===== src/rtl/tiny_dnn_pkg.sv =====
`default_nettype none
// ============================================================================
// Module      : tiny_dnn_pkg
// Description : Shared types and constants for the tiny_dnn register master.
// Revision    : 1.0 - initial release
// ============================================================================
package tiny_dnn_pkg;

  typedef enum logic [1:0] {
    OP_WRITE = 2'b00,
    OP_READ  = 2'b01,
    OP_POLL  = 2'b10,
    OP_RSVD  = 2'b11
  } op_e;

  typedef enum logic [1:0] {
    ERR_OK      = 2'b00,
    ERR_BUS     = 2'b01,
    ERR_TIMEOUT = 2'b10,
    ERR_BAD_OP  = 2'b11
  } err_e;

  typedef enum logic [2:0] {
    ST_IDLE  = 3'd0,
    ST_WADDR = 3'd1,
    ST_WRESP = 3'd2,
    ST_RADDR = 3'd3,
    ST_RDATA = 3'd4,
    ST_PWAIT = 3'd5,
    ST_RSP   = 3'd6
  } state_e;

  localparam int unsigned REG_CTRL     = 0;
  localparam int unsigned REG_SRC      = 1;
  localparam int unsigned REG_DST      = 2;
  localparam int unsigned REG_W        = 3;
  localparam int unsigned REG_B        = 4;
  localparam int unsigned REG_IN_W     = 5;
  localparam int unsigned REG_IN_H     = 6;
  localparam int unsigned REG_IN_C     = 7;
  localparam int unsigned REG_OUT_W    = 8;
  localparam int unsigned REG_OUT_H    = 9;
  localparam int unsigned REG_OUT_C    = 10;
  localparam int unsigned REG_K_W      = 11;
  localparam int unsigned REG_K_H      = 12;
  localparam int unsigned REG_STRIDE   = 13;
  localparam int unsigned REG_PAD      = 14;
  localparam int unsigned REG_DD       = 15;

  localparam int unsigned CTRL_BWRITE    = 0;
  localparam int unsigned CTRL_START     = 1;
  localparam int unsigned CTRL_RELU      = 2;
  localparam int unsigned CTRL_POOL      = 3;
  localparam int unsigned CTRL_BIAS      = 4;
  localparam int unsigned CTRL_CONV      = 5;
  localparam int unsigned CTRL_FC        = 6;
  localparam int unsigned CTRL_BN        = 7;
  localparam int unsigned CTRL_DWCONV    = 8;
  localparam int unsigned CTRL_SRC_READY = 31;

  // Registers are 32-bit words, so the word index becomes a byte offset.
  function automatic logic [31:0] reg_byte_addr(input logic [31:0] base, input logic [3:0] idx);
    return base + {26'd0, idx, 2'b00};
  endfunction

endpackage
`default_nettype wire


===== src/rtl/tiny_dnn_reg_master.sv =====
`default_nettype none
// ============================================================================
// Module      : tiny_dnn_reg_master
// Description : Command-driven AXI4-Lite master for write/read/poll of the
//               tiny_dnn register block; one transaction outstanding at most.
// Revision    : 1.0 - initial release
// ============================================================================
module tiny_dnn_reg_master
  import tiny_dnn_pkg::*;
#(
  parameter logic [31:0] ADDR_BASE = 32'h0,
  parameter logic [15:0] POLL_MAX  = 16'd1023
) (
  input  logic        S_AXI_ACLK,
  input  logic        S_AXI_ARESETN,
  input  logic        cmd_valid,
  output logic        cmd_ready,
  input  logic [1:0]  cmd_op,
  input  logic [3:0]  cmd_addr,
  input  logic [31:0] cmd_data,
  input  logic [31:0] cmd_mask,
  output logic        rsp_valid,
  input  logic        rsp_ready,
  output logic [31:0] rsp_data,
  output logic [1:0]  rsp_err,
  output logic        busy,
  output logic [31:0] M_AXI_AWADDR,
  output logic        M_AXI_AWVALID,
  input  logic        M_AXI_AWREADY,
  output logic [31:0] M_AXI_WDATA,
  output logic [3:0]  M_AXI_WSTRB,
  output logic        M_AXI_WVALID,
  input  logic        M_AXI_WREADY,
  input  logic [1:0]  M_AXI_BRESP,
  input  logic        M_AXI_BVALID,
  output logic        M_AXI_BREADY,
  output logic [31:0] M_AXI_ARADDR,
  output logic        M_AXI_ARVALID,
  input  logic        M_AXI_ARREADY,
  input  logic [31:0] M_AXI_RDATA,
  input  logic [1:0]  M_AXI_RRESP,
  input  logic        M_AXI_RVALID,
  output logic        M_AXI_RREADY
);

  state_e      state_q, state_d;
  logic        cmd_ready_q, cmd_ready_d;
  logic        awvalid_q, awvalid_d, wvalid_q, wvalid_d, bready_q, bready_d;
  logic        arvalid_q, arvalid_d, rready_q, rready_d;
  logic [31:0] awaddr_q, awaddr_d, araddr_q, araddr_d, wdata_q, wdata_d;
  logic [3:0]  wstrb_q, wstrb_d;
  logic        rsp_valid_q, rsp_valid_d;
  logic [31:0] rsp_data_q, rsp_data_d;
  logic [1:0]  rsp_err_q, rsp_err_d;
  logic [1:0]  op_q, op_d;
  logic [31:0] match_q, match_d, mask_q, mask_d;
  logic [15:0] poll_cnt_q, poll_cnt_d;
  logic        rsp_fire;
  logic [1:0]  rsp_code;
  logic        poll_hit;

  assign poll_hit = ((M_AXI_RDATA & mask_q) == (match_q & mask_q));

  always_comb begin
    state_d     = state_q;
    awvalid_d   = awvalid_q;
    wvalid_d    = wvalid_q;
    bready_d    = bready_q;
    arvalid_d   = arvalid_q;
    rready_d    = rready_q;
    awaddr_d    = awaddr_q;
    araddr_d    = araddr_q;
    wdata_d     = wdata_q;
    wstrb_d     = wstrb_q;
    rsp_valid_d = rsp_valid_q;
    rsp_data_d  = rsp_data_q;
    rsp_err_d   = rsp_err_q;
    op_d        = op_q;
    match_d     = match_q;
    mask_d      = mask_q;
    poll_cnt_d  = poll_cnt_q;
    rsp_fire    = 1'b0;
    rsp_code    = ERR_OK;

    unique case (state_q)
      ST_IDLE: begin
        if (cmd_valid && cmd_ready_q) begin
          op_d       = cmd_op;
          match_d    = cmd_data;
          mask_d     = cmd_mask;
          poll_cnt_d = '0;
          unique case (cmd_op)
            OP_WRITE: begin
              awaddr_d  = reg_byte_addr(ADDR_BASE, cmd_addr);
              wdata_d   = cmd_data;
              wstrb_d   = 4'hF;
              awvalid_d = 1'b1;
              wvalid_d  = 1'b1;
              state_d   = ST_WADDR;
            end
            OP_READ, OP_POLL: begin
              araddr_d  = reg_byte_addr(ADDR_BASE, cmd_addr);
              arvalid_d = 1'b1;
              state_d   = ST_RADDR;
            end
            default: begin
              rsp_data_d = '0;
              rsp_fire   = 1'b1;
              rsp_code   = ERR_BAD_OP;
            end
          endcase
        end
      end
      ST_WADDR: begin
        // AW and W complete independently; B is awaited only after both.
        if (M_AXI_AWREADY) awvalid_d = 1'b0;
        if (M_AXI_WREADY)  wvalid_d  = 1'b0;
        if ((!awvalid_q || M_AXI_AWREADY) && (!wvalid_q || M_AXI_WREADY)) begin
          bready_d = 1'b1;
          state_d  = ST_WRESP;
        end
      end
      ST_WRESP: begin
        if (M_AXI_BVALID) begin
          bready_d   = 1'b0;
          rsp_data_d = '0;
          rsp_fire   = 1'b1;
          rsp_code   = (M_AXI_BRESP != 2'b00) ? ERR_BUS : ERR_OK;
        end
      end
      ST_RADDR: begin
        if (M_AXI_ARREADY) begin
          arvalid_d = 1'b0;
          rready_d  = 1'b1;
          state_d   = ST_RDATA;
        end
      end
      ST_RDATA: begin
        if (M_AXI_RVALID) begin
          rready_d   = 1'b0;
          rsp_data_d = M_AXI_RDATA;
          poll_cnt_d = (poll_cnt_q == 16'hFFFF) ? poll_cnt_q : poll_cnt_q + 16'd1;
          if (M_AXI_RRESP != 2'b00) begin
            rsp_fire = 1'b1;
            rsp_code = ERR_BUS;
          end else if (op_q == OP_READ || poll_hit) begin
            rsp_fire = 1'b1;
            rsp_code = ERR_OK;
          end else if (poll_cnt_d >= POLL_MAX) begin
            rsp_fire = 1'b1;
            rsp_code = ERR_TIMEOUT;
          end else begin
            state_d = ST_PWAIT;
          end
        end
      end
      ST_PWAIT: begin
        arvalid_d = 1'b1;
        state_d   = ST_RADDR;
      end
      ST_RSP: begin
        if (rsp_ready) begin
          rsp_valid_d = 1'b0;
          state_d     = ST_IDLE;
        end
      end
      default: state_d = ST_IDLE;
    endcase

    if (rsp_fire) begin
      rsp_valid_d = 1'b1;
      rsp_err_d   = rsp_code;
      state_d     = ST_RSP;
    end

    cmd_ready_d = (state_d == ST_IDLE);
  end

  always_ff @(posedge S_AXI_ACLK or negedge S_AXI_ARESETN) begin
    if (!S_AXI_ARESETN) begin
      state_q     <= ST_IDLE;
      cmd_ready_q <= 1'b0;
      awvalid_q   <= 1'b0;
      wvalid_q    <= 1'b0;
      bready_q    <= 1'b0;
      arvalid_q   <= 1'b0;
      rready_q    <= 1'b0;
      awaddr_q    <= '0;
      araddr_q    <= '0;
      wdata_q     <= '0;
      wstrb_q     <= '0;
      rsp_valid_q <= 1'b0;
      rsp_data_q  <= '0;
      rsp_err_q   <= 2'b00;
      op_q        <= 2'b00;
      match_q     <= '0;
      mask_q      <= '0;
      poll_cnt_q  <= '0;
    end else begin
      state_q     <= state_d;
      cmd_ready_q <= cmd_ready_d;
      awvalid_q   <= awvalid_d;
      wvalid_q    <= wvalid_d;
      bready_q    <= bready_d;
      arvalid_q   <= arvalid_d;
      rready_q    <= rready_d;
      awaddr_q    <= awaddr_d;
      araddr_q    <= araddr_d;
      wdata_q     <= wdata_d;
      wstrb_q     <= wstrb_d;
      rsp_valid_q <= rsp_valid_d;
      rsp_data_q  <= rsp_data_d;
      rsp_err_q   <= rsp_err_d;
      op_q        <= op_d;
      match_q     <= match_d;
      mask_q      <= mask_d;
      poll_cnt_q  <= poll_cnt_d;
    end
  end

  assign cmd_ready     = cmd_ready_q;
  assign rsp_valid     = rsp_valid_q;
  assign rsp_data      = rsp_data_q;
  assign rsp_err       = rsp_err_q;
  assign busy          = (state_q != ST_IDLE);
  assign M_AXI_AWADDR  = awaddr_q;
  assign M_AXI_AWVALID = awvalid_q;
  assign M_AXI_WDATA   = wdata_q;
  assign M_AXI_WSTRB   = wstrb_q;
  assign M_AXI_WVALID  = wvalid_q;
  assign M_AXI_BREADY  = bready_q;
  assign M_AXI_ARADDR  = araddr_q;
  assign M_AXI_ARVALID = arvalid_q;
  assign M_AXI_RREADY  = rready_q;

endmodule
`default_nettype wire


===== config.mk =====
export PLATFORM = sky130hd
export DESIGN_NAME = tiny_dnn_reg_master
export DESIGN_NICKNAME = d
export VERILOG_FILES = /design/src/rtl/tiny_dnn_pkg.sv /design/src/rtl/tiny_dnn_reg_master.sv
export SDC_FILE = /design/constraint.sdc
export NUM_CORES = 1
export LEC_CHECK = 0
export ABC_AREA = 1
export CORE_MARGIN = 1.5
export CORE_UTILIZATION = 43
export DETAILED_ROUTE_END_ITERATION = 16
export GPL_ROUTABILITY_DRIVEN = 0
export GPL_TIMING_DRIVEN = 0
export HOLD_SLACK_MARGIN = 0.15
export MAX_ROUTING_LAYER = met4
export PLACE_DENSITY = 0.82
export REMOVE_ABC_BUFFERS = 1
export SYNTH_ARGS = -nofsm -noshare
export SYNTH_HDL_FRONTEND = slang
export SYNTH_SLANG_ARGS = --single-unit

===== constraint.sdc =====
create_clock -name S_AXI_ACLK -period 2.2 [get_ports S_AXI_ACLK]
set_clock_uncertainty 0.15 [all_clocks]
set_input_delay 0.33 -clock S_AXI_ACLK [delete_from_list [all_inputs] [get_ports S_AXI_ACLK]]
set_output_delay 0.33 -clock S_AXI_ACLK [all_outputs]
set_load 0.03 [all_outputs]

==> summary.md, run 1 <==
| Metric | Value |
|---|---|
| Synthesis-stage register bit count | 167 |
| Final-report setup violation count | 0 |
| Register area | 0.00418 mm2 |
| Power Density | 1260 mW/mm2 |
| Post-layout util | 59.6% |
| Dpl ws | -1.40 ns |
| Die Ht | 141 um |
| Full die area | 0.0199 mm2 |
| Min-delay src | cmd_mask[9] |
| Hold path depth | 3 |
| Gate Count Post-Synth | 1029 |
| Tot Pwr | 14.1 mW |
| PortBufs | 200 |
| Hold_ws | 0.292 ns |
| Share of cells above drive strength 1 | 9.26% |
| Syn. warnings | 0 |
| Dominant cell type by area after synthesis | dfrtp_1 |
| Most numerous cell in the Yosys netlist | nand2_1 |
| R2R Path End | rsp_err[0] |
| Hold Vio Cnt, Final | 0 |
| Outcome | complete, no violations |
| Final Routed Wirelength | 22500 um |
| Hpwl dp | 14900 um |
| Pin count of the biggest net entering global routing | 86 |
| Slew margin rel. | 41.3% |
| CP Class | register to register |
| Synth cell types | 35 |
| Fill cell count | 1613 |
| Critical path fanouts, max | 10 |
| Hold Path End | mask_q[9] |
| Initial core utilization | 43.7% |
| Latest clock arrival within the worst-skew pair | 0.42 ns |
| Initial DRC Count | 344 |
| Final nets | 1359 |
| Max-Cap Viols | 0 |
| First-pass iteration count of the detailed router | 4 |
| First-pass GRT wire length | 35300 um |
| ANT nets after route | 0 |
| Seq/Total Area, Yosys | 51.1% |
| CP endpoint kind | register |
| Clock slew at reported path FFs | 0.07 ns |
| Worst r2r path cells | 14 |
| Setup ws final | 0.0233 ns |
| Die X | 141 um |
| Total CTS buffers | 17 |
| Clk buf depth | 2 |
| Reg-to-reg setup timing slack | 0.02 ns |
| Crit share post-route | 98.9% |
| Async S/R FF share, synth | 100% |
| Row Count | 50 |
| RSZ-0062 raised after global routing | true |
| CTS tree | yes |
| Leakage | 5.48 nW |
| Initial antenna violation count | 0 |
| Cells after DPL | 1433 |
| Total global routing overflow | 0 |
| Critical Path RT | 2.37 ns |
| Remaining DRCs | 0 |
| Prevailing post-synth register cell | dfrtp_1 |
| Max VDD drop | 0.575 mV |
| Actual transition at the worst max-transition pin | 0.880 ns |
| Layout area overhead | 36.2% |
| Avg Cell Area, Syn | 7.95 um2 |
| Non-filler cells, final | 1487 |
| Post-synthesis cell area | 0.00818 mm2 |
| Crit path DAT | 2.34 ns |
| Worst Setup Start Kind | register |
| Routed wire length per instance | 15.1 um |
| Core area | 0.0187 mm2 |
| Antenna Cells | 0 |
| H-tree depth | 4 |
| Pins Over Slew Limit | 0 |
| Vias in the first global route | 6992 |
| Top cells by area, synth | dfrtp_1 51%, nand2_1 17%, inv_1 5.7% |
| Fmax | 0.459 GHz |
| Hold Path Class | primary input to register |
| Clock root cell | clkbuf_16 |
| Worst R2R Start | poll_cnt_q[1] |
| Most frequent cells after synthesis | 369 x nand2_1, 167 x dfrtp_1, 125 x inv_1 |
| Min Tclk post-route | 2.18 ns |
| Post-synth top area share | 51.1% |
| Via-per-instance ratio | 4.78 |
| Total I/O pin count | 257 |
| Number of synthesized flops with an enable pin | 0 |
| Multi-input logic area | 0.00329 mm2 |
| Vias post-DR | 7103 |
| Clock sinks | 167 |
| Global-route usage over all layers | 23.4% |
registers in the layout, indices dropped and copies added, names as in the netlist:
| signal | flops |
|---|---|
| rsp_err | 2 |
| M_AXI_ARVALID | 1 |
| M_AXI_WDATA | 32 |
| match_q | 32 |
| M_AXI_AWADDR | 4 |
| cmd_ready | 1 |
| M_AXI_WVALID | 1 |
| M_AXI_RREADY | 1 |
| op_q | 2 |
| rsp_data | 32 |
| M_AXI_ARADDR | 4 |
| state_q | 3 |
| M_AXI_BREADY | 1 |
| M_AXI_WSTRB | 1 |
| M_AXI_AWVALID | 1 |
| mask_q | 32 |
| rsp_valid | 1 |
| poll_cnt_q | 16 |
worst max-delay path, cell delays in order, from the launching register on:
cell	delay, ns
dfrtp_1	0.44
ha_4	0.19
nand2_4	0.06
nor2_4	0.16
nand2_4	0.10
nor2_8	0.17
inv_4	0.09
nand2_2	0.08
nand3_2	0.08
nor2_2	0.13
nand3_2	0.13
nand3_2	0.10
nand2_4	0.07
nand3_1	0.08
nand2_1	0.06
kinds of logic (layout without fill, tap and decap cells):
kind of cell,after synthesis,count (layout),share of synthesized area [%]
xor gates and xnor gates,6,6,0.734
AOI/OAI and AO/OA,121,121,8.09
DFF,167,167,51.1
and+or+nand+nor,512,514,26.6
adders and majority gates,4,4,0.612
other,1,56,0.0458
buffers and inverters,218,385,12.9
metal layers:
| metal | share of wire (%) | vias up | GRT usage, % | wire (um) |
|---|---|---|---|---|
| li1 | - | 3517 | - | - |
| met1 | 43 | 3354 | 28.2 | 9660 |
| met2 | 49 | 205 | 39.2 | 11100 |
| met3 | 5.7 | 27 | 5.88 | 1290 |
| met4 | 2.1 | 0 | 6.25 | 471 |
| met5 | 0 | - | - | 0 |
per-stage QoR:
stage | area, um2 | setup TNS, ns
after floorplan | 7820 | -194.19
after global placement | 10100 | -1541.00
after detailed placement | 10200 | -110.50
after CTS | 11000 | -0.0269
after global routing | 11100 | -0.592
final | 11100 | 0
timing repair:
item | 4_1_cts | 5_1_grt
buffers inserted | 8 | 10
gates resized for setup | 19 | 16
endpoints found under the hold margin | 82 | 0
hold buffers | 1 | 0
cloned | 2 | 1
setup endpoints to repair | 148 | 53
pin swaps | 5 | 8
worst max path at each step:
| stage | startpoint | end | slack, ns | depth (start not counted) |
|---|---|---|---|---|
| after CTS | state_q[2] | cmd_ready | -0.03 | 9 |
| after detailed placement | cmd_valid | M_AXI_WSTRB[0] | -1.40 | 6 |
| after global placement | S_AXI_ARESETN | M_AXI_WDATA[16] | -6.34 | 1 |
| after global routing | poll_cnt_q[1] | cmd_ready | -0.12 | 11 |
| final | poll_cnt_q[1] | rsp_err[0] | 0.02 | 14 |
| after floorplan | state_q[1] | M_AXI_WSTRB[0] | -2.38 | 8 |
layout by cell type (no fill, tap or decap), types with 2 or more instances in the layout:
cell type	instances
clkbuf_16	17
inv_4	2
buf_4	13
clkinv_4	2
nand2_2	7
clkdlybuf4s50_1	198
buf_8	2
nand2_1	364
nand4_1	6
o22ai_1	26
buf_12	5
inv_1	123
clkbuf_8	3
xor2_1	5
dfrtp_1	166
inv_6	3
clkinv_2	3
o21ai_0	80
nand3_1	54
or2_2	10
nor3_1	6
clkinvlp_4	4
inv_8	3
nand2_4	4
conb_1	56
a21oi_1	8
nor2_4	9
nor2_1	35
nand3_2	5
buf_6	2
nand2_8	2
nor2_2	9
ha_1	3
cell type report:
type,instances,area share (%)
Timing Repair Buffer,223,20.5
Clock buffer,20,4.19
Inverter,129,4.56
Multi-Input combinational cell,701,29.5
Timing Repair inverter,1,0.0674
Clock inverter,12,1.03
Tap cell,234,2.63
Sequential cell,167,37.5
power by group:
| group | switching [mW] | internal [mW] | leakage [nW] | total (mW) |
|---|---|---|---|---|
| Sequential | 0.783 | 4.27 | 2.15 | 5.05 |
| Clock | 1.29 | 1.67 | 0.285 | 2.95 |
| Combinational | 3.70 | 2.38 | 3.04 | 6.08 |
No activity file was read; power rests on OpenSTA's default activity.
==> run 2, diff against run 1 <==
--- a/config.mk
+++ b/config.mk
@@ -7,13 +7,13 @@
 export LEC_CHECK = 0
 export ABC_AREA = 1
 export CORE_MARGIN = 1.5
-export CORE_UTILIZATION = 43
+export CORE_UTILIZATION = 38
 export DETAILED_ROUTE_END_ITERATION = 16
 export GPL_ROUTABILITY_DRIVEN = 0
 export GPL_TIMING_DRIVEN = 0
 export HOLD_SLACK_MARGIN = 0.15
 export MAX_ROUTING_LAYER = met4
-export PLACE_DENSITY = 0.82
+export PLACE_DENSITY = 0.71
 export REMOVE_ABC_BUFFERS = 1
 export SYNTH_ARGS = -nofsm -noshare
 export SYNTH_HDL_FRONTEND = slang
==> constraint.sdc (replaced) <==
create_clock -name S_AXI_ACLK -period 2.33 [get_ports S_AXI_ACLK]
set_clock_uncertainty 0.15 [all_clocks]
set_input_delay 0.3495 -clock S_AXI_ACLK [delete_from_list [all_inputs] [get_ports S_AXI_ACLK]]
set_output_delay 0.3495 -clock S_AXI_ACLK [all_outputs]
set_load 0.03 [all_outputs]
==> summary.md, run 2 (same netlist as run 1, synthesis figures left out) <==
| Metric | Value |
|---|---|
| Sw Ratio | 41.1% (was 41.0%) |
| Placement Cell Area | 0.0103 mm2 (was 0.0102 mm2) |
| First-pass GRT wire length | 35300 um (about the same) |
| Final Routed Wirelength | 23000 um (was 22500 um) |
| Clock share of power | 20.8% (was 21.0%) |
| Vias in the first global route | 6916 (was 6992) |
| Most common cell after layout, fill and taps aside | nand2_1 (unchanged) |
| Max-Cap Viols | 0 (unchanged) |
| Met1 GRT Util | 26.3% (was 28.2%) |
| Fill cell count | 2002 (was 1613) |
| Final-report setup violation count | 0 (unchanged) |
| Row Count | 53 (was 50) |
| Via-per-instance ratio | 4.62 (was 4.78) |
| GR peak layer | met2 (unchanged) |
| Int Pwr | 7.74 mW (was 8.32 mW) |
| Switch Pwr | 5.41 mW (was 5.77 mW) |
| Actual transition at the worst max-transition pin | 0.661 ns (was 0.880 ns) |
| PortBufs | 200 (unchanged) |
| Critical path fanouts, max | 4 (was 10) |
| H-tree depth | 4 (unchanged) |
| First-pass iteration count of the detailed router | 5 (was 4) |
| Global Route met3 Usage | 5.37% (was 5.88%) |
| Latest clock arrival within the worst-skew pair | 0.43 ns (was 0.42 ns) |
| Core area | 0.0211 mm2 (was 0.0187 mm2) |
| Leakage | 5.43 nW (was 5.48 nW) |
| Clk buf depth | 2 (unchanged) |
| Min Tclk post-route | 2.21 ns |
| Power Density | 1180 mW/mm2 (was 1260 mW/mm2) |
| Initial antenna violation count | 0 (unchanged) |
| Critical Path RT | 1.83 ns (was 2.37 ns) |
| Worst R2R Start | state_q[2] (was poll_cnt_q[1]) |
| Worst r2r path cells | 9 (was 14) |
| Total CTS buffers | 17 (unchanged) |
| Initial core utilization | 38.8% (was 43.7%) |
| Layout area overhead | 35.7% (was 36.2%) |
| Min-delay src | cmd_mask[5] (was cmd_mask[9]) |
| Antenna Cells | 0 (unchanged) |
| Sequential share of power | 36.1% (was 35.9%) |
| Crit share post-route | 95.1% |
| Post-layout util | 52.7% (was 59.6%) |
| ANT nets after route | 0 (unchanged) |
| Pin count of the biggest net entering global routing | 85 (was 86) |
| Remaining DRCs | 0 (unchanged) |
| Clock sinks | 167 (unchanged) |
| RSZ-0062 raised after global routing | true (unchanged) |
| CP Class | register to output pin (was register to register) |
| Share of cells above drive strength 1 | 8.41% (was 9.26%) |
| Hold Path End | mask_q[5] (was mask_q[9]) |
| Part of the power in combinational logic | 43.1% (was 43.2%) |
| Full die area | 0.0224 mm2 (was 0.0199 mm2) |
| Met2 usage | 33.7% (was 39.2%) |
| Clock slew at reported path FFs | 0.07 ns (about the same) |
| Hold Path Class | primary input to register (unchanged) |
| Clock root cell | clkbuf_16 (unchanged) |
| Outcome | complete, no violations (unchanged) |
| Pins Over Slew Limit | 0 (unchanged) |
| Worst Setup Start Kind | register (unchanged) |
| CP endpoint kind | output pin (was register) |
| Commonest non-fill, non-tap cells in the layout | 365 x nand2_1, 198 x clkdlybuf4s50_1, 165 x dfrtp_1 (was 364 x nand2_1, 198 x clkdlybuf4s50_1, 166 x dfrtp_1) |
| Die X | 150 um (was 141 um) |
| Hold path depth | 3 (unchanged) |
| Total global routing overflow | 0 (unchanged) |
| Global-route usage over all layers | 21.1% (was 23.4%) |
| Reg-to-reg setup timing slack | 0.13 ns (was 0.02 ns) |
| Hpwl dp | 15200 um (was 14900 um) |
| R2R Path End | cmd_ready (was rsp_err[0]) |
| Hold Vio Cnt, Final | 0 (unchanged) |
| Die Ht | 150 um (was 141 um) |
| Routed wire length per instance | 15.1 um (about the same) |
| Total I/O pin count | 257 (unchanged) |
| Initial DRC Count | 518 (was 344) |
| Final nets | 1354 (was 1359) |
| Setup_tns | 0 ns (unchanged) |
| CTS tree | yes (unchanged) |
| Fmax | 0.452 GHz |
| Max VDD drop | 0.621 mV (was 0.575 mV) |
| Slew margin rel. | 55.9% (was 41.3%) |
| Fin area | 0.0111 mm2 (about the same) |
| Crit path DAT | 1.72 ns (was 2.34 ns) |
| Vias post-DR | 7032 (was 7103) |
## run 2: cell types whose count changed in the layout (fill, tap and decap cells not counted), sizes merged
cell / change
clkbuf: -1
clkinv: -2
inv: +2
buf: -6
clkinvlp: +2
## run 2: repair_timing
action,4_1_cts,5_1_grt
hold endpoints to repair,83,0
gates cloned,2,2
pin swaps,2,4
gates resized for setup,14,11
setup endpoints to repair,141,71
buffers inserted,6,6
hold buffers,1,0
## run 2: worst max-delay path by stage
stage	cells past startpoint	endpoint	from
2_1_floorplan	8	M_AXI_WSTRB[0]	state_q[1]
3_3_place_gp	1	M_AXI_WDATA[18]	S_AXI_ARESETN
3_5_place_dp	7	M_AXI_AWVALID	cmd_valid
4_1_cts	14	rsp_err[0]	poll_cnt_q[0]
5_1_grt	11	state_q[0]	state_q[0]
6_report	5	busy	state_q[0]
## run 2: area by class of cell
| type | count | area, um2 | area share [%] |
|---|---|---|---|
| Timing Repair inverter | 2 | 16.3 | 0.146 |
| Sequential cell | 167 | 4180 | 37.7 |
| Tap cell | 275 | 344 | 3.10 |
| Timing Repair Buffer | 217 | 2240 | 20.2 |
| Clock buffer | 19 | 433 | 3.90 |
| Clock inverter | 13 | 135 | 1.22 |
| Multi-Input combinational cell | 701 | 3240 | 29.2 |
| Inverter | 129 | 510 | 4.60 |
## run 2: per-stage QoR
| stage | instances | setup slack [ns] | power, mW | hold WS [ns] |
|---|---|---|---|---|
| after floorplan | 995 | -2.25 | 7.97 | -0.0961 |
| after global placement | 1470 | -6.48 | 9.93 | 0.306 |
| after detailed placement | 1474 | -1.18 | 10.2 | 0.257 |
| after CTS | 1515 | 0.000882 | 13.1 | 0.286 |
| after global routing | 1523 | -0.0126 | 14.0 | 0.309 |
| final | 1523 | 0.115 | 13.2 | 0.305 |
## run 2: per-layer routing
| metal | wire length, um | share of wire, % |
|---|---|---|
| met1 | 10000 | 44 |
| met5 | 0 | 0 |
| met3 | 1600 | 6.9 |
| met2 | 11000 | 48 |
| met4 | 362 | 1.6 |
## run 2: power groups by stage
stage	clock (mW)	combinational, mW	sequential [mW]
2_1_floorplan	0	2.36	5.61
3_3_place_gp	0	5.19	4.74
3_5_place_dp	0	5.46	4.77
4_1_cts	2.82	5.58	4.74
5_1_grt	2.93	6.23	4.90
6_report	2.74	5.66	4.75
## run 2: critical path, stage by stage (launching register included)
cell and delay (ns):
dfrtp_1 0.40, nor2_1 0.13, inv_2 0.09, nor2_2 0.21, inv_2 0.15, clkdlybuf4s15_2 0.31
==> run 3, diff against run 2 <==
--- a/config.mk
+++ b/config.mk
@@ -6,7 +6,7 @@
 export NUM_CORES = 1
 export LEC_CHECK = 0
 export ABC_AREA = 1
-export CORE_MARGIN = 1.5
+export CORE_MARGIN = 2
 export CORE_UTILIZATION = 38
 export DETAILED_ROUTE_END_ITERATION = 16
 export GPL_ROUTABILITY_DRIVEN = 0
==> summary.md, run 3 (same netlist as run 1, synthesis figures left out) <==
| Metric | Value |
|---|---|
| Outcome | complete, no violations (unchanged) |
| Leakage | 5.44 nW (was 5.43 nW) |
| Pin count of the biggest net entering global routing | 92 (was 85) |
| Sequential share of power | 35.9% (was 36.1%) |
| Layout area overhead | 36.1% (was 35.7%) |
| Clock slew at reported path FFs | 0.07 ns (about the same) |
| Routed wire length per instance | 15.3 um (was 15.1 um) |
| Actual transition at the worst max-transition pin | 0.622 ns (was 0.661 ns) |
| Placement Cell Area | 0.0103 mm2 (about the same) |
| Worst Setup Start Kind | register (unchanged) |
| Critical Path RT | 2.50 ns (was 1.83 ns) |
| Via-per-instance ratio | 4.64 (was 4.62) |
| Slowest stage delay, CP | 0.49 ns (was 0.40 ns) |
| Share of cells above drive strength 1 | 8.49% (was 8.41%) |
| Hold path depth | 3 (unchanged) |
| Full die area | 0.0227 mm2 (was 0.0224 mm2) |
| Cells after DPL | 1474 (unchanged) |
| Most common cell after layout, fill and taps aside | nand2_1 (unchanged) |
| Critical Path Slowest Stage Cell | dfrtp_1 (unchanged) |
| Worst r2r path cells | 9 (unchanged) |
| Die Ht | 151 um (was 150 um) |
| Crit share post-route | 94.9% (was 95.1%) |
| Core area | 0.0211 mm2 (unchanged) |
| Fin area | 0.0111 mm2 (about the same) |
| Vias in the first global route | 6919 (was 6916) |
| Initial antenna violation count | 0 (unchanged) |
| Part of the power in combinational logic | 43.3% (was 43.1%) |
| Clock share of power | 20.8% (about the same) |
| Row Count | 53 (unchanged) |
| PortBufs | 200 (unchanged) |
| First-pass iteration count of the detailed router | 5 (unchanged) |
| Initial core utilization | 38.8% (unchanged) |
| Met1 wire length | 10000 um (unchanged) |
| Latest clock arrival within the worst-skew pair | 0.42 ns (was 0.43 ns) |
| Critical path fanouts, max | 26 (was 4) |
| Setup_tns | 0 ns (unchanged) |
| Final Routed Wirelength | 23200 um (was 23000 um) |
| Crit path cell chain | inv_1 > nor2_4 > nand2_8 > clkinv_8 > o21ai_0 > nor2_1 > nor3_2 > nand3_1 > nor2_2 (was nor2_1 > inv_2 > nor2_2 > inv_2 > clkdlybuf4s15_2) |
| Final-report setup violation count | 0 (unchanged) |
| Max VDD drop | 0.783 mV (was 0.621 mV) |
| Total global routing overflow | 0 (unchanged) |
| Antenna Cells | 0 (unchanged) |
| Fmax | 0.452 GHz (about the same) |
| Initial DRC Count | 392 (was 518) |
| ANT nets after route | 0 (unchanged) |
| Pins Over Slew Limit | 0 (unchanged) |
| CP Class | register to register (was register to output pin) |
| Max-Cap Viols | 0 (unchanged) |
| Hpwl dp | 15300 um (was 15200 um) |
| CTS tree | yes (unchanged) |
| Switch Pwr | 5.45 mW (was 5.41 mW) |
| DR WL met3 | 1590 um (was 1600 um) |
| Met2 wire length | 11300 um (was 11000 um) |
| Min Tclk post-route | 2.21 ns (about the same) |
| Sw Ratio | 41.2% (was 41.1%) |
| Die X | 151 um (was 150 um) |
| Final nets | 1355 (was 1354) |
| Remaining DRCs | 0 (unchanged) |
| Slew margin rel. | 58.5% (was 55.9%) |
| Clock sinks | 167 (unchanged) |
| H-tree depth | 4 (unchanged) |
| Global-route usage over all layers | 20.9% (was 21.1%) |
| Highest metal used | met4 (unchanged) |
| Commonest non-fill, non-tap cells in the layout | 365 x nand2_1, 198 x clkdlybuf4s50_1, 167 x dfrtp_1 (was 365 x nand2_1, 198 x clkdlybuf4s50_1, 165 x dfrtp_1) |
| Total CTS buffers | 17 (unchanged) |
| Hold Path Class | primary input to register (unchanged) |
| Power Density | 1190 mW/mm2 (was 1180 mW/mm2) |
| Int Pwr | 7.76 mW (was 7.74 mW) |
| Clk buf depth | 2 (unchanged) |
| Crit path DAT | 2.38 ns (was 1.72 ns) |
| Non-filler cells, final | 1524 (was 1523) |
| Tot Pwr | 13.2 mW (about the same) |
| Clock root cell | clkbuf_16 (unchanged) |
| Vias post-DR | 7069 (was 7032) |
| CP endpoint kind | register (was output pin) |
| Total I/O pin count | 257 (unchanged) |
| RSZ-0062 raised after global routing | true (unchanged) |
| First-pass GRT wire length | 35400 um (was 35300 um) |
| Hold Vio Cnt, Final | 0 (unchanged) |
==> run 3: cell count changes in the layout (fill, tap and decap cells not counted), sizes merged <==
cell	delta
clkbuf	+2
clkdlybuf4s15	-1
clkinv	+3
clkinvlp	-2
inv	-2
nor2	+1
==> run 3: worst max-delay path, delay by kind of cell, from the launching register on <==
family	cells	cell delay (ns)
compound gates	1	0.13
buf+inv	2	0.36
simple gates	6	0.93
flops	1	0.49
==> run 3: final cells by class <==
| cell class | count | area (um2) |
|---|---|---|
| clock buffer | 19 | 443 |
| clock inverter | 13 | 120 |
| fill | 1996 | 9950 |
| inverter | 129 | 522 |
| multi-input combinational | 702 | 3290 |
| sequential | 167 | 4180 |
| tap | 275 | 344 |
| timing repair buffer | 218 | 2230 |
| timing repair inverter | 1 | 7.51 |
==> run 3: power groups by stage <==
stage                     Combinational, mW  Sequential (mW)  Clock [mW]
after floorplan                        2.36             5.61           0
after global placement                 5.83             4.92           0
after detailed placement               5.41             4.77           0
after CTS                              5.59             4.74        2.82
after global routing                   6.30             4.90        2.93
final                                  5.71             4.74        2.75
==> run 3: worst paths after layout <==
path / start / end / slack (ns)
worst min register to register: mask_q[24] / mask_q[24] / 0.32
min in group asynchronous: S_AXI_ARESETN / mask_q[1] / 0.33
worst min-delay path: cmd_mask[19] / mask_q[19] / 0.31
worst max-delay path: state_q[2] / cmd_ready / 0.12
worst max register to register: state_q[2] / cmd_ready / 0.12
max in group asynchronous: S_AXI_ARESETN / match_q[22] / 0.83
==> run 3: repair_timing <==
| action | in CTS | in global routing |
|---|---|---|
| buffers inserted | 6 | 6 |
| gates cloned | 3 | 2 |
| endpoints found under the setup margin | 145 | 16 |
| pin swaps | 2 | 9 |
| gates resized for setup | 18 | 16 |
| hold endpoints to repair | 76 | 0 |
| hold buffers | 1 | 0 |
==> run 3: per-stage QoR <==
step                      util [%]  hold slack, ns  setup WS, ns
final                         52.8           0.310         0.118
after global routing          52.8           0.305       -0.0249
after CTS                     52.2           0.293       0.00977
after detailed placement      48.7           0.230         -1.28
after global placement        48.2           0.305         -6.53
after floorplan                  -         -0.0961         -2.25
==> run 3: layer usage <==
layer,vias to the layer above,track usage (%)
li1,3507,-
met3,22,5.24
met1,3329,26.3
met2,211,33.7
met4,0,5.51
met5,-,-
